File: src/rtl/adc_fifo_drain_scheduler_if.sv
// Shared FIFO read-mux and tagged sample stream between the drain scheduler
// and its surroundings (FIFO bank on one side, readout logic on the other).
interface adc_fifo_drain_scheduler_if #(
    parameter int NUM_CHANNELS = 4,
    parameter int DATA_WIDTH   = 12
);
    localparam int CW = $clog2(NUM_CHANNELS);

    logic [CW-1:0]           fifo_addr;
    logic [NUM_CHANNELS-1:0] fifo_rd_en;
    logic                    fifo_not_empty;
    logic                    fifo_full;
    logic [DATA_WIDTH-1:0]   fifo_dout;
    logic                    m_valid;
    logic                    m_ready;
    logic [DATA_WIDTH-1:0]   m_data;
    logic [CW-1:0]           m_chan;

    modport master (
        output fifo_addr, fifo_rd_en, m_valid, m_data, m_chan,
        input  fifo_not_empty, fifo_full, fifo_dout, m_ready
    );

    modport slave (
        input  fifo_addr, fifo_rd_en, m_valid, m_data, m_chan,
        output fifo_not_empty, fifo_full, fifo_dout, m_ready
    );
endinterface

File: src/rtl/adc_fifo_drain_scheduler.sv
// Round-robin burst drain of per-channel ADC FIFOs behind one read mux,
// emitting channel-tagged samples on a valid/ready stream.
module adc_fifo_drain_scheduler #(
    parameter int NUM_CHANNELS = 4,
    parameter int DATA_WIDTH   = 12,
    parameter int BURST_LEN    = 8
) (
    input  logic                    clk,
    input  logic                    rst,
    input  logic                    enable,
    input  logic                    clear_flags,
    adc_fifo_drain_scheduler_if.master bus,
    output logic                    busy,
    output logic [NUM_CHANNELS-1:0] full_seen,
    output logic [31:0]             word_count
);
    localparam int CW = $clog2(NUM_CHANNELS);
    localparam int BW = $clog2(BURST_LEN + 1);
    localparam logic [CW-1:0] PTR_LAST   = CW'(NUM_CHANNELS - 1);
    localparam logic [BW-1:0] BURST_LAST = BW'(BURST_LEN - 1);

    typedef enum logic [2:0] {IDLE, SETTLE, READ, WAIT, PRESENT, ROTATE} state_e;

    state_e                  state_q, state_d;
    logic [CW-1:0]           ptr_q, ptr_d;
    logic [CW-1:0]           chan_q, chan_d;
    logic [BW-1:0]           burst_q, burst_d;
    logic                    valid_q, valid_d;
    logic [DATA_WIDTH-1:0]   data_q, data_d;
    logic [NUM_CHANNELS-1:0] full_q, full_d;
    logic [31:0]             count_q, count_d;
    logic [NUM_CHANNELS-1:0] rd_en;

    always_ff @(posedge clk) begin
        if (rst) begin
            state_q <= IDLE;
            ptr_q   <= '0;
            chan_q  <= '0;
            burst_q <= '0;
            valid_q <= 1'b0;
            data_q  <= '0;
            full_q  <= '0;
            count_q <= '0;
        end else begin
            state_q <= state_d;
            ptr_q   <= ptr_d;
            chan_q  <= chan_d;
            burst_q <= burst_d;
            valid_q <= valid_d;
            data_q  <= data_d;
            full_q  <= full_d;
            count_q <= count_d;
        end
    end

    always_comb begin
        state_d = state_q;
        ptr_d   = ptr_q;
        chan_d  = chan_q;
        burst_d = burst_q;
        valid_d = valid_q;
        data_d  = data_q;
        count_d = count_q;
        rd_en   = '0;
        case (state_q)
            IDLE:   if (enable) state_d = SETTLE;
            // fifo_addr has been stable a full cycle, so the muxed flag is trustworthy
            SETTLE: state_d = bus.fifo_not_empty ? READ : ROTATE;
            READ: begin
                rd_en[ptr_q] = 1'b1;
                state_d      = WAIT;
            end
            WAIT: begin
                data_d  = bus.fifo_dout;
                chan_d  = ptr_q;
                valid_d = 1'b1;
                state_d = PRESENT;
            end
            PRESENT: begin
                if (bus.m_ready) begin
                    valid_d = 1'b0;
                    count_d = count_q + 32'd1;
                    burst_d = burst_q + BW'(1);
                    state_d = (burst_q == BURST_LAST || !enable) ? ROTATE : SETTLE;
                end
            end
            ROTATE: begin
                ptr_d   = (ptr_q == PTR_LAST) ? '0 : ptr_q + CW'(1);
                burst_d = '0;
                state_d = enable ? SETTLE : IDLE;
            end
            default: state_d = IDLE;
        endcase

        // Set has priority over a coincident clear so no full event is missed
        full_d = clear_flags ? '0 : full_q;
        if (state_q != IDLE && bus.fifo_full) full_d[ptr_q] = 1'b1;
    end

    assign bus.fifo_addr  = ptr_q;
    assign bus.fifo_rd_en = rd_en;
    assign bus.m_valid    = valid_q;
    assign bus.m_data     = data_q;
    assign bus.m_chan     = chan_q;
    assign busy           = (state_q != IDLE);
    assign full_seen      = full_q;
    assign word_count     = count_q;
endmodule

File: src/flat_wrapper.sv
// flat-port wrapper written by rule: the top's interface ports become plain ports
module adc_fifo_drain_scheduler_flat 
#(
    parameter int NUM_CHANNELS = 4,
    parameter int DATA_WIDTH   = 12,
    parameter int BURST_LEN    = 8
)
  (clk, rst, enable, clear_flags, busy, full_seen, word_count, bus_fifo_addr, bus_fifo_rd_en, bus_m_valid, bus_m_data, bus_m_chan, bus_fifo_not_empty, bus_fifo_full, bus_fifo_dout, bus_m_ready);
  adc_fifo_drain_scheduler_if #(.NUM_CHANNELS(NUM_CHANNELS), .DATA_WIDTH(DATA_WIDTH)) bus_i ();
  input  logic clk;
  input  logic rst;
  input  logic enable;
  input  logic clear_flags;
  output logic busy;
  output logic [NUM_CHANNELS-1:0] full_seen;
  output logic [31:0] word_count;
  output wire logic [$bits(bus_i.fifo_addr)-1:0] bus_fifo_addr;
  output wire logic [$bits(bus_i.fifo_rd_en)-1:0] bus_fifo_rd_en;
  output wire logic [$bits(bus_i.m_valid)-1:0] bus_m_valid;
  output wire logic [$bits(bus_i.m_data)-1:0] bus_m_data;
  output wire logic [$bits(bus_i.m_chan)-1:0] bus_m_chan;
  input wire logic [$bits(bus_i.fifo_not_empty)-1:0] bus_fifo_not_empty;
  input wire logic [$bits(bus_i.fifo_full)-1:0] bus_fifo_full;
  input wire logic [$bits(bus_i.fifo_dout)-1:0] bus_fifo_dout;
  input wire logic [$bits(bus_i.m_ready)-1:0] bus_m_ready;
  assign bus_fifo_addr = bus_i.fifo_addr;
  assign bus_fifo_rd_en = bus_i.fifo_rd_en;
  assign bus_m_valid = bus_i.m_valid;
  assign bus_m_data = bus_i.m_data;
  assign bus_m_chan = bus_i.m_chan;
  assign bus_i.fifo_not_empty = bus_fifo_not_empty;
  assign bus_i.fifo_full = bus_fifo_full;
  assign bus_i.fifo_dout = bus_fifo_dout;
  assign bus_i.m_ready = bus_m_ready;
  adc_fifo_drain_scheduler #(.NUM_CHANNELS(NUM_CHANNELS), .DATA_WIDTH(DATA_WIDTH), .BURST_LEN(BURST_LEN)) u_core (.clk(clk), .rst(rst), .enable(enable), .clear_flags(clear_flags), .bus(bus_i), .busy(busy), .full_seen(full_seen), .word_count(word_count));
endmodule
File: config.mk
export PLATFORM = sky130hd
export DESIGN_NAME = adc_fifo_drain_scheduler_flat
export DESIGN_NICKNAME = d
export VERILOG_FILES = /design/src/rtl/adc_fifo_drain_scheduler_if.sv /design/src/rtl/adc_fifo_drain_scheduler.sv /design/src/flat_wrapper.sv
export SDC_FILE = /design/constraint.sdc
export NUM_CORES = 1
export LEC_CHECK = 0
export CELL_PAD_IN_SITES_DETAIL_PLACEMENT = 1
export CELL_PAD_IN_SITES_GLOBAL_PLACEMENT = 1
export CORE_ASPECT_RATIO = 2
export CORE_MARGIN = 1
export CORE_UTILIZATION = 31
export DETAILED_ROUTE_END_ITERATION = 6
export GPL_TIMING_DRIVEN = 0
export MAX_ROUTING_LAYER = met4
export PLACE_DENSITY = 0.8
export SLEW_MARGIN = 20
export SYNTH_ARGS = -nofsm -noshare
export SYNTH_HDL_FRONTEND = slang
export SYNTH_SLANG_ARGS = --single-unit
File: constraint.sdc
create_clock -name clk -period 1.82 [get_ports clk]
set_input_delay 0.364 -clock clk [delete_from_list [all_inputs] [get_ports clk]]
set_output_delay 0.364 -clock clk [all_outputs]
set_load 0.1 [all_outputs]
==> metrics.yaml, run 1 <==
placement:
  pre_cts_slack_ns: -0.859
  io_buffers: 75
  dp_cells: 507
  dp_hpwl_um: 6250
  gp_congestion: 0.812
setup_path:
  cp.buffers_inverters: 4
  cp_max_fo: 10
  cp-end-kind: "flip-flop"
  crit_chain: "buf_6, nor4bb_4, buf_4, nand4_4, buf_6, clkbuf_8, o31ai_2, a21oi_2"
  crit_type: "reg -> reg"
  crit_required_ns: 2.02
  cpMaxStageDelayCell: "dfxtp_2"
  cpPeakStageDelay_ns: 0.32
  start_kind: "flip-flop"
  cp_data_arrival_time_ns: 2.13
  cp_common_cell: "buf_6"
  cp_top_family: "buffers and inverters"
floorplanning:
  io_pins: 77
  initial_utilization: 0.319
  fp.coreArea_um2: 8650
  die_h_um: 135
  die_x_um: 68.7
  num_rows: 48
  dieArea_um2: 9300
layout:
  finalNonFillerCells: 539
  final_cell_mix: "53 x clkdlybuf4s15_2, 45 x nand2_1, 37 x a21oi_1"
  syn_to_final_growth_pct: 65.5
  antenna_cells: 0
  nets: 459
  drive_above_1_share: 0.399
  layout_commonest_cell: "clkdlybuf4s15_2"
logic_synthesis:
  mappedNetlistNets: 357
  synth-warning-count: 0
  avgSynthCellArea_um2: 8.30
  ys_seq_area_frac: 0.436
  syn-cell-area_um2: 2760
  syn_inst: 332
  ys_types: 36
  synth_seq_cells: 60
timing:
  drv_slew: 0
  rsz0062_at_grt: "yes"
  worstMarginPinSlew_ns: 0.610
  setup_slack_ns: -0.107
  setup_violations: 13
  fin_crit_sh: 1.06
  fmax_mhz: 519
  min_period_ns: 1.93
  clock_skew_ns: 0.00655
  relSlewSlack: 0.593
  hold_violations: 0
power_and_ir_drop:
  vdd_ir_drop_max_mv: 0.556
  clkPwrFrac: 0.510
  power_density_nw_per_um2: 785
  switching_share: 0.251
  combPwrFrac: 0.120
  seq_power_share: 0.370
  p_int_w: 0.00268
  p_leak_nw: 1.59
  p_switching_w: 0.000898
cts:
  clock-sinks: 60
  cts_buffer_depth: 2
  ctsHoldBuffers: 0
  cts_tree: "yes"
  clk_latency_ns: 0.34
  path_clk_slew_ns: 0.05
  numCtsBuffers: 9
  htree_levels: 3
  cts-root-buf: "clkbuf_16"
flow_run:
  cap_violations: 0
global_route:
  grt_overflow: 0
  grt_pass1_vias: 2951
  grt_pass1_wl_um: 14500
  grt_max_degree: 11
  antenna_found_initial: 0
  grt_usage: 0.219
routing:
  vias: 2859
  route.detailed.drc: 0
  ant_nets: 0
  via_per_inst: 5.30
  routed_wl_um: 9770
  drt-initial-drc-count: 102
  wl_per_cell_um: 18.1
  dr.pass1.iters: 4
outcome:
  failed_checks: "setup timing"
  outcome: "complete, but fails checks"
worst_hold_path:
  hp-class: "reg -> reg"
==> sequential cells by signal, summed over array words and instances, names as in the netlist <==
signal / count
u_core.full_seen: 4
u_core.bus.m_chan: 2
u_core.bus.m_valid: 1
u_core.burst_q: 4
u_core.bus.m_data: 12
u_core.bus.fifo_addr: 2
u_core.word_count: 32
u_core.state_q: 3
==> synth_stat cells <==
master     instances  area share
a211o_1            1      0.0032
dfxtp_1           60        0.44
xnor2_1            2      0.0064
or4_1             10       0.027
nand3_1           11       0.020
nand2_1           45       0.061
nand3b_1           1      0.0027
buf_2              1      0.0018
and4_1             5       0.016
buf_1              3      0.0041
buf_4              1      0.0027
nor4bb_1           1      0.0036
o21ai_0            9       0.016
and3_1            10       0.023
buf_6              2      0.0082
or2_2              1      0.0023
o31ai_1           10       0.027
clkbuf_1          11       0.015
nor4_1             1      0.0023
inv_1              6      0.0082
a2bb2oi_1          1      0.0032
and2_0             1      0.0023
or3_1              9       0.020
nor2b_1           13       0.030
a31oi_1            1      0.0023
nor2_1            26       0.035
mux2_2             5       0.020
and2_1             5       0.011
a21oi_1           44       0.080
nand4_1           11       0.025
nand2b_1           3      0.0068
mux2i_1            2      0.0073
ha_1               6       0.027
nand4_4            1      0.0077
nor3_1             5      0.0091
xor2_1             8       0.025
==> tightest hold or removal path: cells and delay by family, from the launching register on <==
family	cells	cell delay, ns
flops	1	0.30
simple gates	1	0.05
compound gates	1	0.05
==> power by group through the flow <==
stage          Combinational, W  Clock (W)  Sequential, W
2_1_floorplan          0.000178          0        0.00142
3_3_place_gp           0.000359          0        0.00135
3_5_place_dp           0.000368          0        0.00135
4_1_cts                0.000404    0.00185        0.00132
5_1_grt                0.000452    0.00191        0.00133
6_report               0.000429    0.00183        0.00133
==> what timing repair did <==
item | CTS | global route
cloned | 1 | 1
resized for setup | 218 | 53
setup endpoints to repair | 83 | 36
pin swaps | 11 | 17
setup buffers | 11 | 5
==> stage by stage <==
stage / utilization / hold WS [ns] / total power, W / setup TNS (ns) / cell area (µm²)
2_1_floorplan: - / 0.470 / 0.00160 / -0.0395 / 2860
3_3_place_gp: 0.432 / 0.442 / 0.00171 / -20.22 / 3740
3_5_place_dp: 0.432 / 0.453 / 0.00172 / -22.18 / 3740
4_1_cts: 0.498 / 0.461 / 0.00358 / -0.164 / 4310
5_1_grt: 0.528 / 0.487 / 0.00369 / -1.63 / 4560
6_report: 0.528 / 0.459 / 0.00358 / -0.596 / 4560
==> cell type report <==
cell class	instances	area, µm²
Tap cell	100	125
Clock inverter	6	77.6
Sequential cell	60	1290
Clock buffer	10	239
Timing Repair Buffer	93	1010
Fill cell	985	4090
Buffer	16	96.3
Inverter	6	22.5
Multi-Input combinational cell	248	1690
==> layer usage <==
layer / vias up / GRT usage / routed length [µm]
met5: - / - / 0
met3: 20 / 0.0446 / 331
li1: 1383 / - / -
met4: 0 / 0.108 / 234
met2: 71 / 0.402 / 5740
met1: 1385 / 0.203 / 3460
==> path summary, 6_finish.rpt <==
path / from / end / slack [ns] / cells past startpoint
setup / recovery: u_core.state_q[0] / u_core.word_count[17] / -0.11 / 8
hold / removal: u_core.bus.m_data[5] / u_core.bus.m_data[5] / 0.46 / 2
setup reg to reg: u_core.state_q[0] / u_core.word_count[17] / -0.11 / 8
hold reg to reg: u_core.bus.m_data[5] / u_core.bus.m_data[5] / 0.46 / 2
==> cell families after synthesis <==
family | share of synthesized area
buffers and inverters | 0.0399
AND/OR/NAND/NOR | 0.305
flip-flops | 0.436
adder cells (fa/ha/maj) | 0.0272
XOR/XNOR | 0.0318
multiplexers | 0.0277
AO/OA/AOI/OAI | 0.132
No activity file was read; power rests on OpenSTA's default activity.
==> run 2: changes to the inputs <==
Settings changed: CORE_MARGIN 1 to 3, GPL_ROUTABILITY_DRIVEN set to 0, PLACE_DENSITY 0.8 to unset, PLACE_DENSITY_LB_ADDON set to 0.1.
==> metrics.yaml, run 2 (synthesized netlist as in run 1, its figures left out) <==
outcome:
  outcome: "complete, but fails checks"
  failed_checks: "setup timing"
layout:
  drive_above_1_share: 0.370  # -0.0283
  final_cell_mix: "53 x clkdlybuf4s15_2, 45 x nand2_1, 39 x a21oi_1"
  seqCellArea_um2: 1290  # -0.19%
  nFillCells: 1008  # +2.3%
  finalNonFillerCells: 532  # -1.3%
  layout_commonest_cell: "clkdlybuf4s15_2"
  finalInstanceArea_um2: 4450  # -2.5%
  antenna_cells: 0  # unchanged
  syn_to_final_growth_pct: 61.4
  largest_register_ff_count: 32  # unchanged
  nets: 452  # -1.5%
  multi_input_area_um2: 1670  # -1.6%
global_route:
  grt_pass1_vias: 2953  # +0.068%
  grt_usage: 0.195  # -0.0238
  grt_max_degree: 11  # unchanged
  grt_overflow: 0  # unchanged
  antenna_found_initial: 0  # unchanged
  grt_pass1_wl_um: 15000  # +3.2%
floorplanning:
  initial_utilization: 0.319  # unchanged
  die_h_um: 139  # +3.0%
  io_pins: 77  # unchanged
  fp.coreArea_um2: 8650  # unchanged
  die_x_um: 72.7  # +5.8%
  num_rows: 48  # unchanged
  dieArea_um2: 10100  # +9.0%
routing:
  ant_nets: 0  # unchanged
  drt-initial-drc-count: 63  # -38%
  via_per_inst: 5.22  # -1.6%
  routed_wl_um: 9060  # -7.2%
  top_layer_used: "met4"
  wl_met2_um: 5380  # -6.3%
  vias: 2778  # -2.8%
  wl_met1_um: 3260  # -5.8%
  wl_per_cell_um: 17.0  # -6.0%
  route.detailed.drc: 0  # unchanged
  wl_met3_um: 321  # -3.0%
  dr.pass1.iters: 4  # unchanged
timing:
  fmax_mhz: 543  # +4.7%
  setup_slack_ns: -0.0203  # +0.0867 ns
  rsz0062_at_grt: "yes"
  fin_crit_sh: 1.01  # -0.0477
  holdWs_ns: 0.456  # -0.00309 ns
  min_period_ns: 1.84  # -0.0867 ns
  clock_skew_ns: 0.00905  # +0.00250 ns
  finalSetupTns_ns: -0.0203  # +0.576 ns
  relSlewSlack: 0.556  # -0.0370
  worstMarginPinSlew_ns: 0.666  # +0.0554 ns
  drv_slew: 0  # unchanged
  hold_violations: 0  # unchanged
  setup_violations: 1  # -12
cts:
  cts_buffer_depth: 2  # unchanged
  cts_tree: "yes"
  clock-sinks: 60  # unchanged
  ctsHoldBuffers: 0  # unchanged
  htree_levels: 3  # unchanged
  numCtsBuffers: 9  # unchanged
  cts-root-buf: "clkbuf_16"
  path_clk_slew_ns: 0.05  # about the same
  clk_latency_ns: 0.33  # about the same
power_and_ir_drop:
  vdd_ir_drop_max_mv: 0.487  # -12%
  p_leak_nw: 1.55  # -2.5%
  power_density_nw_per_um2: 755  # -3.8%
placement:
  dp_cells: 507  # unchanged
  pre_cts_slack_ns: -0.783  # +0.0759 ns
  dpl-instance-area_um2: 3740  # unchanged
  io_buffers: 75  # unchanged
  dp_hpwl_um: 6700  # +7.2%
setup_path:
  crit_type: "reg -> reg"
  cp_data_arrival_time_ns: 2.09  # -0.04 ns
  start_kind: "flip-flop"
  cp_max_fo: 6  # -4
  crit_required_ns: 2.07  # +0.05 ns
  cp-end-kind: "flip-flop"
worst_hold_path:
  hp-class: "reg -> reg"
flow_run:
  cap_violations: 0  # unchanged
## run 2: cell types whose count changed in the layout (fill, tap and decap cells not counted), sizes merged
| cell | change |
|---|---|
| bufinv | -2 |
| buf | -7 |
| clkbuf | +5 |
| clkinv | -3 |
## run 2: worst max-delay path, cell delays in order, from the launching register on
cell and delay (ns):
dfxtp_2 0.35, nor4bb_4 0.28, buf_4 0.18, nand4_4 0.12, buf_6 0.17, or4_4 0.53, a21oi_2 0.13
## run 2: final timing paths
| check | startpoint | endpoint | slack (ns) | cells after the start |
|---|---|---|---|---|
| max reg2reg | u_core.state_q[0] | u_core.word_count[17] | -0.02 | 6 |
| min | u_core.bus.m_data[1] | u_core.bus.m_data[1] | 0.46 | 2 |
| max | u_core.state_q[0] | u_core.word_count[17] | -0.02 | 6 |
| min reg2reg | u_core.bus.m_data[1] | u_core.bus.m_data[1] | 0.46 | 2 |
## run 2: layer usage
layer  vias to the layer above  global-route usage
li1                       1368                   -
met1                      1341               0.194
met2                        58               0.363
met3                        11              0.0412
met4                         0              0.0632
met5                         -                   -
## run 2: power by group
group          internal (W)  switching [W]  total [W]  leakage [nW]
clock network       0.00104       0.000575    0.00162         0.139
logic              0.000154       0.000258   0.000412         0.904
registers           0.00131      0.0000228    0.00133         0.507
## run 2: stage by stage
step,utilization,total power [W]
5_1_grt,0.514,0.00351
4_1_cts,0.502,0.00340
3_5_place_dp,0.432,0.00172
3_3_place_gp,0.432,0.00171
2_1_floorplan,-,0.00160
6_report,0.514,0.00336
## run 2: final cells by class
type,instances,share of cell area
buffer,15,0.0191
clock buffer,15,0.0627
clock inverter,1,0.00112
inverter,6,0.00506
multi-input combinational,248,0.375
sequential,60,0.290
tap,100,0.0281
timing repair buffer,87,0.219
## run 2: timing repair
item                                    in CTS  in global routing
endpoints found under the setup margin      88                 30
gates resized for setup                    231                 30
setup buffers                               10                  1
cloned                                       1                  0
pin swaps                                   11                  5
